### src/rtl/mem_bus_master_pkg.sv
// ============================================================
// mem_bus_master_pkg : shared types for the memory bus master
// Rev 1.0
// ============================================================
`default_nettype none

package mem_bus_master_pkg;

  localparam int BEATS = 4;

  typedef logic [15:0] ulogic16;

  typedef enum logic {
    WRITE = 1'b0,
    READ  = 1'b1
  } pktType_t;

  // Data[0] occupies the least significant word.
  typedef struct packed {
    pktType_t                 Type;
    ulogic16                  Address;
    ulogic16 [BEATS-1:0]      Data;
  } memPkt_t;

  typedef enum logic [1:0] {
    M_IDLE = 2'd0,
    M_ADDR = 2'd1,
    M_BEAT = 2'd2,
    M_RESP = 2'd3
  } mstState_t;

endpackage

`default_nettype wire

### src/rtl/mem_bus_master.sv
// ============================================================
// mem_bus_master : packet-to-multiplexed-bus master (addr + 4 beats)
// Rev 1.0
// ============================================================
`default_nettype none

module mem_bus_master
  import mem_bus_master_pkg::*;
#(
  parameter int BEATS = mem_bus_master_pkg::BEATS
) (
  input  logic    clk,
  input  logic    resetN,
  input  logic    pktValid,
  output logic    pktReady,
  input  memPkt_t pktIn,
  output logic    AddrValid,
  output logic    rw,
  output ulogic16 AddrDataOut,
  output logic    AddrDataEn,
  input  ulogic16 AddrDataIn,
  output logic    rspValid,
  input  logic    rspReady,
  output ulogic16 rspData [BEATS],
  output logic    wrDone
);

  mstState_t   state;
  mstState_t   state_nxt;
  memPkt_t     pkt_r;
  logic [1:0]  beat_cnt;
  logic        wr_done_r;
  ulogic16     rsp_data_r [BEATS];
  logic        last_beat;
  logic        is_read;

  assign last_beat = (beat_cnt == 2'(BEATS - 1));
  assign is_read   = (pkt_r.Type == READ);

  always_ff @(posedge clk) begin
    if (!resetN) begin
      state <= M_IDLE;
    end else begin
      state <= state_nxt;
    end
  end

  always_comb begin
    state_nxt   = state;
    pktReady    = 1'b0;
    AddrValid   = 1'b0;
    rw          = 1'b0;
    AddrDataOut = 16'h0000;
    AddrDataEn  = 1'b0;
    rspValid    = 1'b0;
    case (state)
      M_IDLE: begin
        pktReady = 1'b1;
        if (pktValid) begin
          state_nxt = M_ADDR;
        end
      end
      M_ADDR: begin
        AddrValid   = 1'b1;
        AddrDataEn  = 1'b1;
        AddrDataOut = pkt_r.Address;
        rw          = is_read;
        state_nxt   = M_BEAT;
      end
      M_BEAT: begin
        rw = is_read;
        // Read beats release the bus so the controller can drive it back.
        if (!is_read) begin
          AddrDataEn  = 1'b1;
          AddrDataOut = pkt_r.Data[beat_cnt];
        end
        if (last_beat) begin
          state_nxt = is_read ? M_RESP : M_IDLE;
        end
      end
      M_RESP: begin
        rspValid = 1'b1;
        if (rspReady) begin
          state_nxt = M_IDLE;
        end
      end
      default: state_nxt = M_IDLE;
    endcase
  end

  always_ff @(posedge clk) begin
    if (!resetN) begin
      pkt_r     <= '0;
      beat_cnt  <= 2'd0;
      wr_done_r <= 1'b0;
      for (int i = 0; i < BEATS; i++) begin
        rsp_data_r[i] <= 16'h0000;
      end
    end else begin
      wr_done_r <= (state == M_BEAT) && last_beat && !is_read;
      if ((state == M_IDLE) && pktValid) begin
        pkt_r <= pktIn;
      end
      if (state == M_ADDR) begin
        beat_cnt <= 2'd0;
      end else if (state == M_BEAT) begin
        beat_cnt <= beat_cnt + 2'd1;
      end
      if ((state == M_BEAT) && is_read) begin
        rsp_data_r[beat_cnt] <= AddrDataIn;
      end
    end
  end

  assign wrDone  = wr_done_r;
  assign rspData = rsp_data_r;

endmodule

`default_nettype wire

### config.mk
export PLATFORM = sky130hd
export DESIGN_NAME = mem_bus_master
export DESIGN_NICKNAME = d
export VERILOG_FILES = /design/src/rtl/mem_bus_master_pkg.sv /design/src/rtl/mem_bus_master.sv
export SDC_FILE = /design/constraint.sdc
export NUM_CORES = 1
export LEC_CHECK = 0
export CAP_MARGIN = 20
export CORE_MARGIN = 2
export CORE_UTILIZATION = 29
export CTS_CLUSTER_SIZE = 24
export DETAILED_ROUTE_END_ITERATION = 8
export HOLD_SLACK_MARGIN = 0.12
export PLACE_DENSITY_LB_ADDON = 0.05
export SYNTH_ARGS = -nofsm -noshare
export SYNTH_HDL_FRONTEND = slang
export SYNTH_SLANG_ARGS = --single-unit
### constraint.sdc
create_clock -name clk -period 4.7 [get_ports clk]
set_input_delay 1.41 -clock clk [delete_from_list [all_inputs] [get_ports clk]]
set_output_delay 1.41 -clock clk [all_outputs]
set_load 0.03 [all_outputs]
# After elaboration in Yosys (flattened, before gate mapping)
# Index checks and enable logic that the tools add are counted.
[word_totals]
in_bits = 101
elab_cells = 54
regBits = 150
[op_classes]
n_mux = 18
add_sub_neg = 1
bitwise = 2
order_cmp = 3
n_reduce_logical = 10
n_eq_ne = 7
[op_table]
columns = ["operator", "count"]
rows = [
  ["bitwise mux 64 bit", 1],
  ["2-to-1 mux 16 bit", 3],
  ["binary-select mux 16 bit (select 2 bit)", 1],
  ["demux 16 bit (select 2 bit)", 1],
  ["one-hot mux 16 bit (2 select lines)", 1],
  ["2-to-1 mux 2 bit", 4],
  ["one-hot mux 2 bit (4 select lines)", 1],
  ["== test 2 bit, second input constant", 3],
  ["inequality test 2 bit, second input constant", 3],
  ["logical AND 1 bit", 5],
  ["2-to-1 mux 1 bit", 5],
  ["OR reduction 2 bit", 2],
  [">= comparator 3 bit, second input constant", 1],
  ["less-than comparator 2 x 3 -> 1 bit, second input constant", 1],
  ["less-than comparator 3 x 1 -> 1 bit, second input constant", 1],
  ["inverter 2 -> 3 bit", 1],
  ["AND reduction 3 bit", 1],
  ["adder 2 x 1 -> 2 bit, second input constant", 1],
  ["== test 2 x 1 -> 1 bit, second input constant", 1],
  ["logical NOT 2 bit", 1],
  ["one-hot mux 1 bit (2 select lines)", 1],
  ["logical NOT 1 bit", 1],
  ["inverter 1 bit", 1],
]

# Logic depth before layout (Yosys ltp)
# Gate-level depths: netlist of the first run.
[logic_depth]
depth_word = 6
ltp_mapped = 9

# Worst setup path after synthesis of the first run
# OpenSTA, ideal clock, no wires.
[synth_timing]
path_kind = "reg-to-output"
start = "register state[1]"
end = "output AddrDataOut[10]"
t_required_ns = 3.290
path_stages_with_launch = 7
setup_slack_ns = 1.467
path_buffers = 2
arrival_time_ns = 1.823
path_cell_list = "dfxtp_1 -> inv_1 -> ha_1 -> and2_1 -> buf_1 -> clkbuf_1 -> a221o_1"
[synth_between]
elab_chain_len = 2
[synth_rtl]
columns = ["item", "line_no", "source"]
rows = [
  ["from (decl)", "mem_bus_master.sv:28", "mstState_t state;"],
  ["from (signal assigned)", "mem_bus_master.sv:44", "state <= state_nxt;"],
  ["== test 2 bit or == test 2 x 1 -> 1 bit (tied branches)", "mem_bus_master.sv:56", "case (state)"],
  ["one-hot mux 16 bit (2 select lines) (*)", "mem_bus_master.sv:56", ""],
  ["to (decl)", "mem_bus_master.sv:19", "output ulogic16 AddrDataOut,"],
]
# Every way passes the cells marked *; elsewhere a longest branch is shown, timed or not.

# Worst setup path after layout of the first run
[layout_timing]
start = "register state[0]"
end = "output AddrDataOut[4]"
# The elaborated chain is that of the path after synthesis.

==> summary.md, run 1 <==
| Metric | Value |
|---|---|
| Top-count cell post-synth | nand2_1 |
| H-tree depth | 4 |
| Hold_ws | roughly 0.46 ns |
| Core ar. | ~0.022 mm^2 |
| Actual slew at the worst max-slew pin | just under 0.9 ns |
| Pin count of the biggest net entering global routing | just under 60 |
| Top area cells in the synthesized netlist | dfxtp_1 46%, nand2_1 17%, a21boi_0 16% |
| Mean post-synth cell area | between 8 and 9 um^2 |
| Ys flop type | dfxtp_1 |
| Part of the power in registers | 0.417 |
| Setup Skew | roughly 0.0094 ns |
| Cts bufs inserted | 17 |
| Detailed Place HPWL | between 10000 and 15000 um |
| Vias in the first global route | roughly 5.7k |
| Final core occ | 0.4134 |
| Synth Area in Simple Gates | 0.2171 |
| # diodes | 0 |
| CTS sink cnt | 150 |
| Ys async rst share | 0 |
| Critical path capture point type | output pin |
| Leak pwr | 3.101 nW |
| First DRT Iteration DRCs | 230 |
| Die Ht | around 150 um |
| Seq/Total Area, Yosys | 0.4631 |
| Number of synthesized flops with an enable pin | 0 |
| RD Place Congestion | about 0.75 |
| Outcome | finished clean |
| Reg clk slew, reported paths | 0.06 ns |
| All-Layer GR Usage | 0.1721 |
| Most frequent cells after synthesis | 294 x nand2_1, 150 x dfxtp_1, 138 x a21boi_0 |
| First-pass GRT wire length | 31630 um |
| Internal | between 2 and 2.5 mW |
| Worst-Skew Late Latency | 0.42 ns |
| Area leader, netlist | dfxtp_1 |
| Total gr overflow | 0 |
| Logic pwr share | 0.229 |
| Initial Util | 0.2962 |
| Post-synthesis cell area | about 0.0065 mm^2 |
| Clock share of power | 0.354 |
| CP arrival | between 3 and 4 ns |
| CTS tree | done |
| Worst setup margin | ~0.28 ns |
| Final Setup Violations | 0 |
| Yosys top cell area share | 0.4631 |
| Max Clk Rate | 226.3 MHz |
| Post-CTS sizing | 0 |
| Crit share post-route | 0.9402 |
| Post-route DRC | 0 |
| Detailed-route via count | 5555 |
| PD cells | just over 400 mW/mm^2 |
| Switch share | 0.3255 |
| Num rows | between 50 and 60 |
| Fin. max-slew vios | 0 |
| Top Ports | roughly 190 |
| Clock tree buffer depth | 2 |
| Min-delay worst type | flop to flop |
| R2r setup slk | around 2.3 ns |
| Combinational family with the most area after synthesis | simple AND/OR/NAND/NOR gates |
| Net Sw Power | 1.188 mW |
| Nets | between 1k and 1.5k |
| Compound-cell area share of the yosys netlist | 0.1990 |
| Root buf cell | clkbuf_16 |
| RSZ-0062 raised after global routing | no |
| Min cycle time layout | approximately 4.4 ns |
| Layout cells sized above 1 | 0.07592 |
| # fillers | 2220 |
| Final hold violation count | 0 |
| Yosys cell types | 30 |
| ANT nets after route | 0 |
| Hold Crit Endpoint | pkt_r[29]$_SDFFE_PN0P_ |
| Max IR drop VDD | around 240 uV |
| Initial antenna violation count | 3 |
| Total Wirelength | approximately 20000 um |
| Hold path depth | 2 |
| Startpoint Class | flop |
| Seq cells post-synth | 150 |
| Post-CTS Setup Bufs | 0 |
| # hold bufs at CTS | 0 |
| R2R Path End | rspData[1]$_SDFFE_PN0P_ |
| Synth-to-layout area growth | 39.58% |
| WL per Instance | 16.88 um |
| Slew headroom | 0.4130 |
| WS Path Type | flop to output pin |
| Port Buf Inserts | about 190 |
| TNS Setup | 0 ns |
| Die area | roughly 0.024 mm^2 |
| Worst EP required | about 3.3 ns |
| Worst R2R Path Depth | 5 |
| Worst Hold Launch | pkt_r[29]$_SDFFE_PN0P_ |
| Dpl ws | 0.7237 ns |
| Syn Nets | ~860 |
| Routed vias/inst | about 4.6 |
| Die W | 153.5 um |
| Adder-cell area share of the yosys netlist | 0.01737 |
| Post-Syn Instances | around 750 |
| Pre-antenna DRT Iters | 5 |
| Mux contribution to synthesized area | 0.05558 |
| XOR/XNOR share of the synthesized area | 0.001351 |
| Total of max-cap violations | 0 |
| Worst r2r src | beat_cnt[0]$_SDFFE_PP0N_ |
| Ys Warns | 0 |
| CP max FO | 16 |
## stage by stage
stage	cell area [um^2]	power, mW	cells
final	9050	3.649	1202
after global routing	9050	3.861	1202
after CTS	9050	3.709	1202
after detailed placement	8497	2.402	1170
after global placement	8497	2.384	1170
after floorplan	6484	2.062	753
## power groups by stage
stage	Combinational [mW]	Clock, mW	Sequential, mW
floorplan	0.576	0	1.49
global placement	0.833	0	1.55
detailed placement	0.849	0	1.55
CTS	0.852	1.33	1.52
global route	0.929	1.39	1.54
finish	0.835	1.29	1.52
## sequential cells by signal, summed over array words and instances, names as in the netlist
signal / flops
rspData: 64
pkt_r: 80
state: 2
wrDone: 1
is_read: 1
beat_cnt: 2
## metal layers
metal / track usage / vias up / routed length [um]
met1: 0.1966 / 2572 / 8342
met2: 0.3067 / 147 / 10310
met4: 0.06335 / 4 / 518
met3: 0.04707 / 34 / 1099
met5: 0 / - / 25
li1: - / 2798 / -
## placed cells by master, fill, tap and decap left out, drive strengths merged
cell	netlist	layout
a21boi	145	145
a21o	1	1
a221o	16	16
and2	3	3
and2b	1	1
and3	6	6
and4b	1	1
buf	25	8
clkbuf	31	19
clkdlybuf4s50	0	185
clkinv	0	2
clkinvlp	0	3
dfxtp	150	150
ha	9	9
inv	6	14
mux2	16	16
mux2i	18	18
nand2	294	294
nand2b	2	2
nand3	5	5
nor2	2	2
nor2b	17	17
o21a	1	1
o221a	1	1
o221ai	1	1
o22ai	1	1
xnor2	1	1
## worst max-delay path, cell delays in order, from the launching register on
cell,delay [ns]
dfxtp_1,0.40
inv_1,0.11
ha_1,0.35
and2_1,0.68
a221o_1,0.31
clkdlybuf4s50_1,0.73
## cell families (layout without fill, tap and decap cells)
family,Yosys count,in the layout
compound gates,166,166
xor+xnor,1,1
fa+ha+maj,9,9
buf+inv,62,231
flops,150,150
mux,34,34
simple gates,331,331
## area by class of cell
class                      count  area [um^2]  share of cell area
clock buffer                  19        442.9             0.04894
clock inverter                13        110.1             0.01217
inverter                       6        22.52            0.002489
multi-input combinational    541         3183              0.3517
sequential                   150         3004              0.3320
tap                          280        350.3             0.03871
timing repair buffer         193         1937              0.2140
## how the worst max path moves through the flow
stage | from | to | slack [ns]
2_1_floorplan | state[1]$_SDFFE_PN0P_ | AddrDataOut[10] | 1.47
3_3_place_gp | state[0]$_SDFFE_PN0P_ | AddrDataOut[14] | 0.85
3_5_place_dp | state[0]$_SDFFE_PN0P_ | AddrDataOut[4] | 0.72
4_1_cts | state[0]$_SDFFE_PN0P_ | AddrDataOut[4] | 0.26
5_1_grt | state[0]$_SDFFE_PN0P_ | AddrDataOut[4] | 0.09
6_report | state[0]$_SDFFE_PN0P_ | AddrDataOut[4] | 0.28
(Power assumes the default switching activity.)
==> run 2, diff against run 1 <==
--- a/config.mk
+++ b/config.mk
@@ -12,6 +12,7 @@
 export DETAILED_ROUTE_END_ITERATION = 8
 export HOLD_SLACK_MARGIN = 0.12
 export PLACE_DENSITY_LB_ADDON = 0.05
+export SETUP_SLACK_MARGIN = 0.15
 export SYNTH_ARGS = -nofsm -noshare
 export SYNTH_HDL_FRONTEND = slang
 export SYNTH_SLANG_ARGS = --single-unit
==> run 2 against run 1 <==
  * Sequential power about the same
  * Core utilization about the same
  * Largest cell class unchanged
  * Sequential share of layout area hardly changed
  * Flip-flop and latch count is the same
  * Clock skew hardly changed
  * Total power about the same
  * Worst setup slack better by 0.15 ns
  * Largest power group unchanged
  * Critical path type unchanged
  * Clock power hardly changed
  * Non-clock buffer count is the same
==> summary.md, run 2 (same netlist as run 1, synthesis figures left out) <==
| Metric | Value |
|---|---|
| First DRT Iteration DRCs | approximately 240 |
| TNS Setup | 0 ns |
| Synth-to-layout area growth | 39.64% |
| PD cells | 403.2 mW/mm^2 |
| Pin count of the biggest net entering global routing | 58 |
| Sequential standard cell area | 0.003004 mm^2 |
| CP arrival | between 2 and 3 ns |
| Reg clk slew, reported paths | roughly 0.060 ns |
| Placed insts | roughly 1.2k |
| Final Setup Violations | 0 |
| Min-delay worst type | flop to flop |
| Total of max-cap violations | 0 |
| RSZ-0062 raised after global routing | no |
| Crit-path max cell delay | around 0.73 ns |
| Outcome | finished clean |
| Clock tree buffer depth | 2 |
| H-tree depth | 4 |
| # diodes | 0 |
| Total gr overflow | 0 |
| Leak pwr | 3.100 nW |
| Startpoint Class | flop |
| R2r setup slk | approximately 2.3 ns |
| Detailed-route via count | 5552 |
| Nets | about 1.0k |
| Num rows | between 50 and 60 |
| Min cycle time layout | ~4.3 ns |
| Worst EP required | 3.29 ns |
| Setup Skew | 0.009442 ns |
| Root buf cell | clkbuf_16 |
| Layout cells sized above 1 | 0.07809 |
| Core ar. | between 0.02 and 0.025 mm^2 |
| Initial Util | 0.2962 |
| Final core occ | 0.4136 |
| Detailed Place HPWL | approximately 15000 um |
| Slowest-stage cell, CP | clkdlybuf4s50_1 |
| Critical path capture point type | output pin |
| Initial antenna violation count | 3 |
| Die W | around 150 um |
| Hold_ws | ~0.46 ns |
| Critical path cell sequence | inv_1, ha_2, nor2b_1, and3_1, buf_4, a221o_1, clkdlybuf4s50_1 |
| Die area | ~0.024 mm^2 |
| Cts bufs inserted | 17 |
| Worst-Skew Late Latency | 0.42 ns |
| Port Buf Inserts | 186 |
| Design Area, Final | between 0.009 and 0.01 mm^2 |
| RD Place Congestion | 0.7491 |
| Slew headroom | 0.4131 |
| Vias in the first global route | about 5.7k |
| Post-route DRC | 0 |
| First-pass GRT wire length | about 32000 um |
| Placed cell areas | roughly 0.0085 mm^2 |
| CTS sink cnt | 150 |
| Post-CTS Setup Bufs | 0 |
| Pre-antenna DRT Iters | 6 |
| Non-filler cells, final | about 1.2k |
| Multi-input gate area | roughly 0.0032 mm^2 |
| # fillers | 2223 |
| Total Wirelength | 20310 um |
| Crit share post-route | 0.9084 |
| Max Clk Rate | about 230 MHz |
| WL per Instance | ~17 um |
| CP max FO | 16 |
| Fin. max-slew vios | 0 |
| Final hold violation count | 0 |
| All-Layer GR Usage | 0.1721 |
| Commonest cells after routing, fill and taps aside | 293 x nand2_1, 185 x clkdlybuf4s50_1, 149 x dfxtp_1 |
| Largest reg by FF count | pkt_r |
| Max IR drop VDD | ~240 uV |
| Most common cell after layout, fill and taps aside | nand2_1 |
| Actual slew at the worst max-slew pin | 0.8804 ns |
| CTS tree | done |
| WS Path Type | flop to output pin |
| ANT nets after route | 0 |
| Max reg flops | 80 |
| Routed vias/inst | 4.619 |
| Die Ht | roughly 150 um |
| Top Ports | 187 |
[run 2: cell counts in the layout (fill, tap and decap cells not counted)]
No cell type changed its count.
[run 2: final timing paths]
kind	startpoint	to	cells after the start
worst max-delay path	state[0]$_SDFFE_PN0P_	AddrDataOut[4]	7
worst min-delay path	pkt_r[29]$_SDFFE_PN0P_	pkt_r[29]$_SDFFE_PN0P_	2
worst max register to register	beat_cnt[0]$_SDFFE_PP0N_	rspData[1]$_SDFFE_PN0P_	5
worst min register to register	pkt_r[29]$_SDFFE_PN0P_	pkt_r[29]$_SDFFE_PN0P_	2
[run 2: per-layer routing]
| layer | vias to the layer above | GRT usage | routed length [um] | share of wire |
|---|---|---|---|---|
| met3 | 34 | 0.04707 | 1076 | 0.053 |
| li1 | 2798 | - | - | - |
| met1 | 2573 | 0.1966 | 8360 | 0.41 |
| met2 | 143 | 0.3067 | 10330 | 0.51 |
| met5 | - | 0 | 25 | 0.0012 |
| met4 | 4 | 0.06335 | 518 | 0.026 |
[run 2: power by group]
group / total (mW) / internal [mW] / switching [mW]
registers: 1.52 / 1.40 / 0.119
clock network: 1.29 / 0.705 / 0.587
logic: 0.837 / 0.355 / 0.482
total: 3.65 / 2.46 / 1.19
[run 2: cell type report]
cell class | count | area share
clock buffers | 19 | 0.04892
multi-input cells | 541 | 0.3520
clock inverters | 13 | 0.01216
inverters | 6 | 0.002488
flip-flops and latches | 150 | 0.3318
well taps | 280 | 0.03870
repair buffers | 193 | 0.2139
[run 2: timing repair]
| action | 4_1_cts | 5_1_grt |
|---|---|---|
| endpoints found under the setup margin | 0 | 7 |
| hold buffers | 0 | 0 |
| resized for setup | 0 | 2 |
[run 2: metrics by stage]
step / setup WS [ns] / total power [mW]
2_1_floorplan: 1.467 / 2.062
3_3_place_gp: 0.8494 / 2.384
3_5_place_dp: 0.7237 / 2.402
4_1_cts: 0.2593 / 3.709
5_1_grt: 0.2745 / 3.861
6_report: 0.4304 / 3.650
[run 2: worst max-delay path, delay by kind of cell, from the launching register on]
kind	cells	cell delay, ns
buf+inv	3	1.11
simple gates	2	0.42
flops	1	0.35
fa+ha+maj	1	0.34
compound gates	1	0.22
==> run 3, diff against run 2 <==
--- a/config.mk
+++ b/config.mk
@@ -8,7 +8,6 @@
 export CAP_MARGIN = 20
 export CORE_MARGIN = 2
 export CORE_UTILIZATION = 29
-export CTS_CLUSTER_SIZE = 24
 export DETAILED_ROUTE_END_ITERATION = 8
 export HOLD_SLACK_MARGIN = 0.12
 export PLACE_DENSITY_LB_ADDON = 0.05
==> constraint.sdc (replaced) <==
create_clock -name clk -period 4.7 [get_ports clk]
set_input_delay 0.94 -clock clk [delete_from_list [all_inputs] [get_ports clk]]
set_output_delay 0.94 -clock clk [all_outputs]
set_load 0.03 [all_outputs]
==> run 3 against run 2 <==
  * Die area did not move
  * Clock skew rose by 0.0011 ns
  * Via count rose by 0.58%
  * Largest power group unchanged
==> summary.md, run 3 (same netlist as run 1, synthesis figures left out) <==
| Metric | Value |
|---|---|
| Fin. max-slew vios | 0 |
| CP arrival | 3.33 ns |
| Layout cells sized above 1 | 0.07291 |
| Port Buf Inserts | 186 |
| Max Clk Rate | roughly 230 MHz |
| Startpoint Class | flop |
| CTS tree | done |
| Post-route DRC | 0 |
| # fillers | 2251 |
| Root buf cell | clkbuf_16 |
| RD Place Congestion | 0.7967 |
| Hold path depth | 2 |
| Vias in the first global route | between 5k and 6k |
| Num rows | 54 |
| Sequential standard cell area | about 0.003 mm^2 |
| All-Layer GR Usage | 0.1717 |
| Switch share | 0.3212 |
| Worst Hold Launch | rspData[55]$_SDFFE_PN0P_ |
| Hold_ws | 0.4608 ns |
| Final hold violation count | 0 |
| Routed vias/inst | ~4.7 |
| Commonest cells after routing, fill and taps aside | 293 x nand2_1, 185 x clkdlybuf4s50_1, 149 x dfxtp_1 |
| Placed insts | approximately 1.2k |
| Critical path cell sequence | inv_1, ha_1, nor2b_1, and3_1, a221o_1, clkdlybuf4s50_1 |
| Actual slew at the worst max-slew pin | 1.046 ns |
| Die Ht | 153.5 um |
| Clock share of power | 0.366 |
| Worst setup margin | between 0.4 and 0.5 ns |
| Post-CTS sizing | 0 |
| Crit-path max cell delay | approximately 0.7 ns |
| Total gr overflow | 0 |
| Core ar. | ~0.022 mm^2 |
| Outcome | finished clean |
| Worst R2R Path Depth | 4 |
| Non-filler cells, final | between 1k and 1.5k |
| Dpl ws | roughly 0.89 ns |
| Worst r2r src | beat_cnt[0]$_SDFFE_PP0N_ |
| Internal | approximately 2.5 mW |
| Placed cell areas | 0.008449 mm^2 |
| Nets | about 1.0k |
| Final Setup Violations | 0 |
| First-pass GRT wire length | around 32000 um |
| Post-CTS Setup Bufs | 0 |
| Synth-to-layout area growth | 39.21% |
| Min cycle time layout | 4.267 ns |
| Crit share post-route | 0.9078 |
| Top Ports | ~190 |
| H-tree depth | 4 |
| Setup Skew | around 0.010 ns |
| # diodes | 0 |
| First DRT Iteration DRCs | roughly 210 |
| Most common cell after layout, fill and taps aside | nand2_1 |
| Largest reg by FF count | pkt_r |
| Max IR drop VDD | 198.9 uV |
| R2r setup slk | around 2.3 ns |
| Worst EP required | roughly 3.8 ns |
| Min-delay worst type | flop to flop |
| CP max FO | 16 |
| WS Path Type | flop to output pin |
| Initial antenna violation count | 2 |
| Part of the power in registers | 0.414 |
| Total of max-cap violations | 0 |
| PD cells | between 400 and 500 mW/mm^2 |
| RSZ-0062 raised after global routing | no |
| R2R Path End | rspData[1]$_SDFFE_PN0P_ |
| Pin count of the biggest net entering global routing | approximately 100 |
| Die W | between 150 and 200 um |
| ANT nets after route | 0 |
| Pre-antenna DRT Iters | 5 |
| Reg clk slew, reported paths | roughly 0.060 ns |
| Detailed-route via count | approximately 5.6k |
| Die area | ~0.024 mm^2 |
| Initial Util | 0.2962 |
| Worst-Skew Late Latency | around 0.42 ns |
| Clock tree buffer depth | 2 |
| Leak pwr | a little over 3 nW |
| Multi-input gate area | between 0.003 and 0.004 mm^2 |
| Logic pwr share | 0.220 |
| CTS sink cnt | 150 |
| Cts bufs inserted | 17 |
| Total Wirelength | 20210 um |
| Slew headroom | 0.3023 |
| Net Sw Power | 1.183 mW |
| Design Area, Final | 0.009026 mm^2 |
| WL per Instance | 16.86 um |
| Slowest-stage cell, CP | and3_1 |
| Critical path capture point type | output pin |
| Detailed Place HPWL | around 14000 um |
| # hold bufs at CTS | 0 |
| Max reg flops | 80 |
| TNS Setup | 0 ns |
| Hold Crit Endpoint | rspData[55]$_SDFFE_PN0P_ |
[run 3: changes by cell type in the layout (fill, tap and decap cells not counted), sizes merged]
| cell | delta |
|---|---|
| buf | -3 |
| bufinv | +1 |
| clkinv | -1 |
[run 3: through the flow]
stage | util | power, mW
after floorplan | - | 2.062
after global placement | 0.3860 | 2.364
after detailed placement | 0.3860 | 2.384
after CTS | 0.4123 | 3.747
after global routing | 0.4123 | 3.895
final | 0.4123 | 3.682
[run 3: cell type report]
| type | instances | share of cell area |
|---|---|---|
| clock inverter | 13 | 0.01483 |
| inverter | 6 | 0.002495 |
| timing repair buffer | 190 | 0.2093 |
| tap | 280 | 0.03881 |
| clock buffer | 19 | 0.04907 |
| multi-input combinational | 541 | 0.3526 |
| sequential | 150 | 0.3328 |
[run 3: power groups by stage]
stage | combinational (mW) | sequential [mW] | clock [mW]
6_report | 0.811 | 1.52 | 1.35
3_3_place_gp | 0.813 | 1.55 | 0
4_1_cts | 0.833 | 1.53 | 1.39
2_1_floorplan | 0.576 | 1.49 | 0
3_5_place_dp | 0.830 | 1.55 | 0
5_1_grt | 0.911 | 1.54 | 1.45
[run 3: how the worst max path moves through the flow]
stage	from	end	slack, ns
2_1_floorplan	state[1]$_SDFFE_PN0P_	AddrDataOut[10]	1.94
3_3_place_gp	state[0]$_SDFFE_PN0P_	AddrDataOut[14]	0.98
3_5_place_dp	state[0]$_SDFFE_PN0P_	AddrDataOut[15]	0.89
4_1_cts	state[0]$_SDFFE_PN0P_	AddrDataOut[14]	0.41
5_1_grt	state[0]$_SDFFE_PN0P_	AddrDataOut[4]	0.23
6_report	state[0]$_SDFFE_PN0P_	AddrDataOut[14]	0.43
[run 3: worst max-delay path, delay by kind of cell, from the launching register on]
family,cells,cell delay [ns]
fa+ha+maj,1,0.46
compound gates,1,0.31
flops,1,0.36
buf+inv,2,0.81
simple gates,2,0.95
[run 3: per-layer routing]
layer  up-vias  track usage  share of wire  wire (um)
met3        19      0.05186          0.055       1114
met2       141       0.3067           0.50      10180
met1      2642       0.1979           0.43       8608
met4         2      0.04980          0.015        295
li1       2780            -              -          -
met5         -            0        0.00064         13
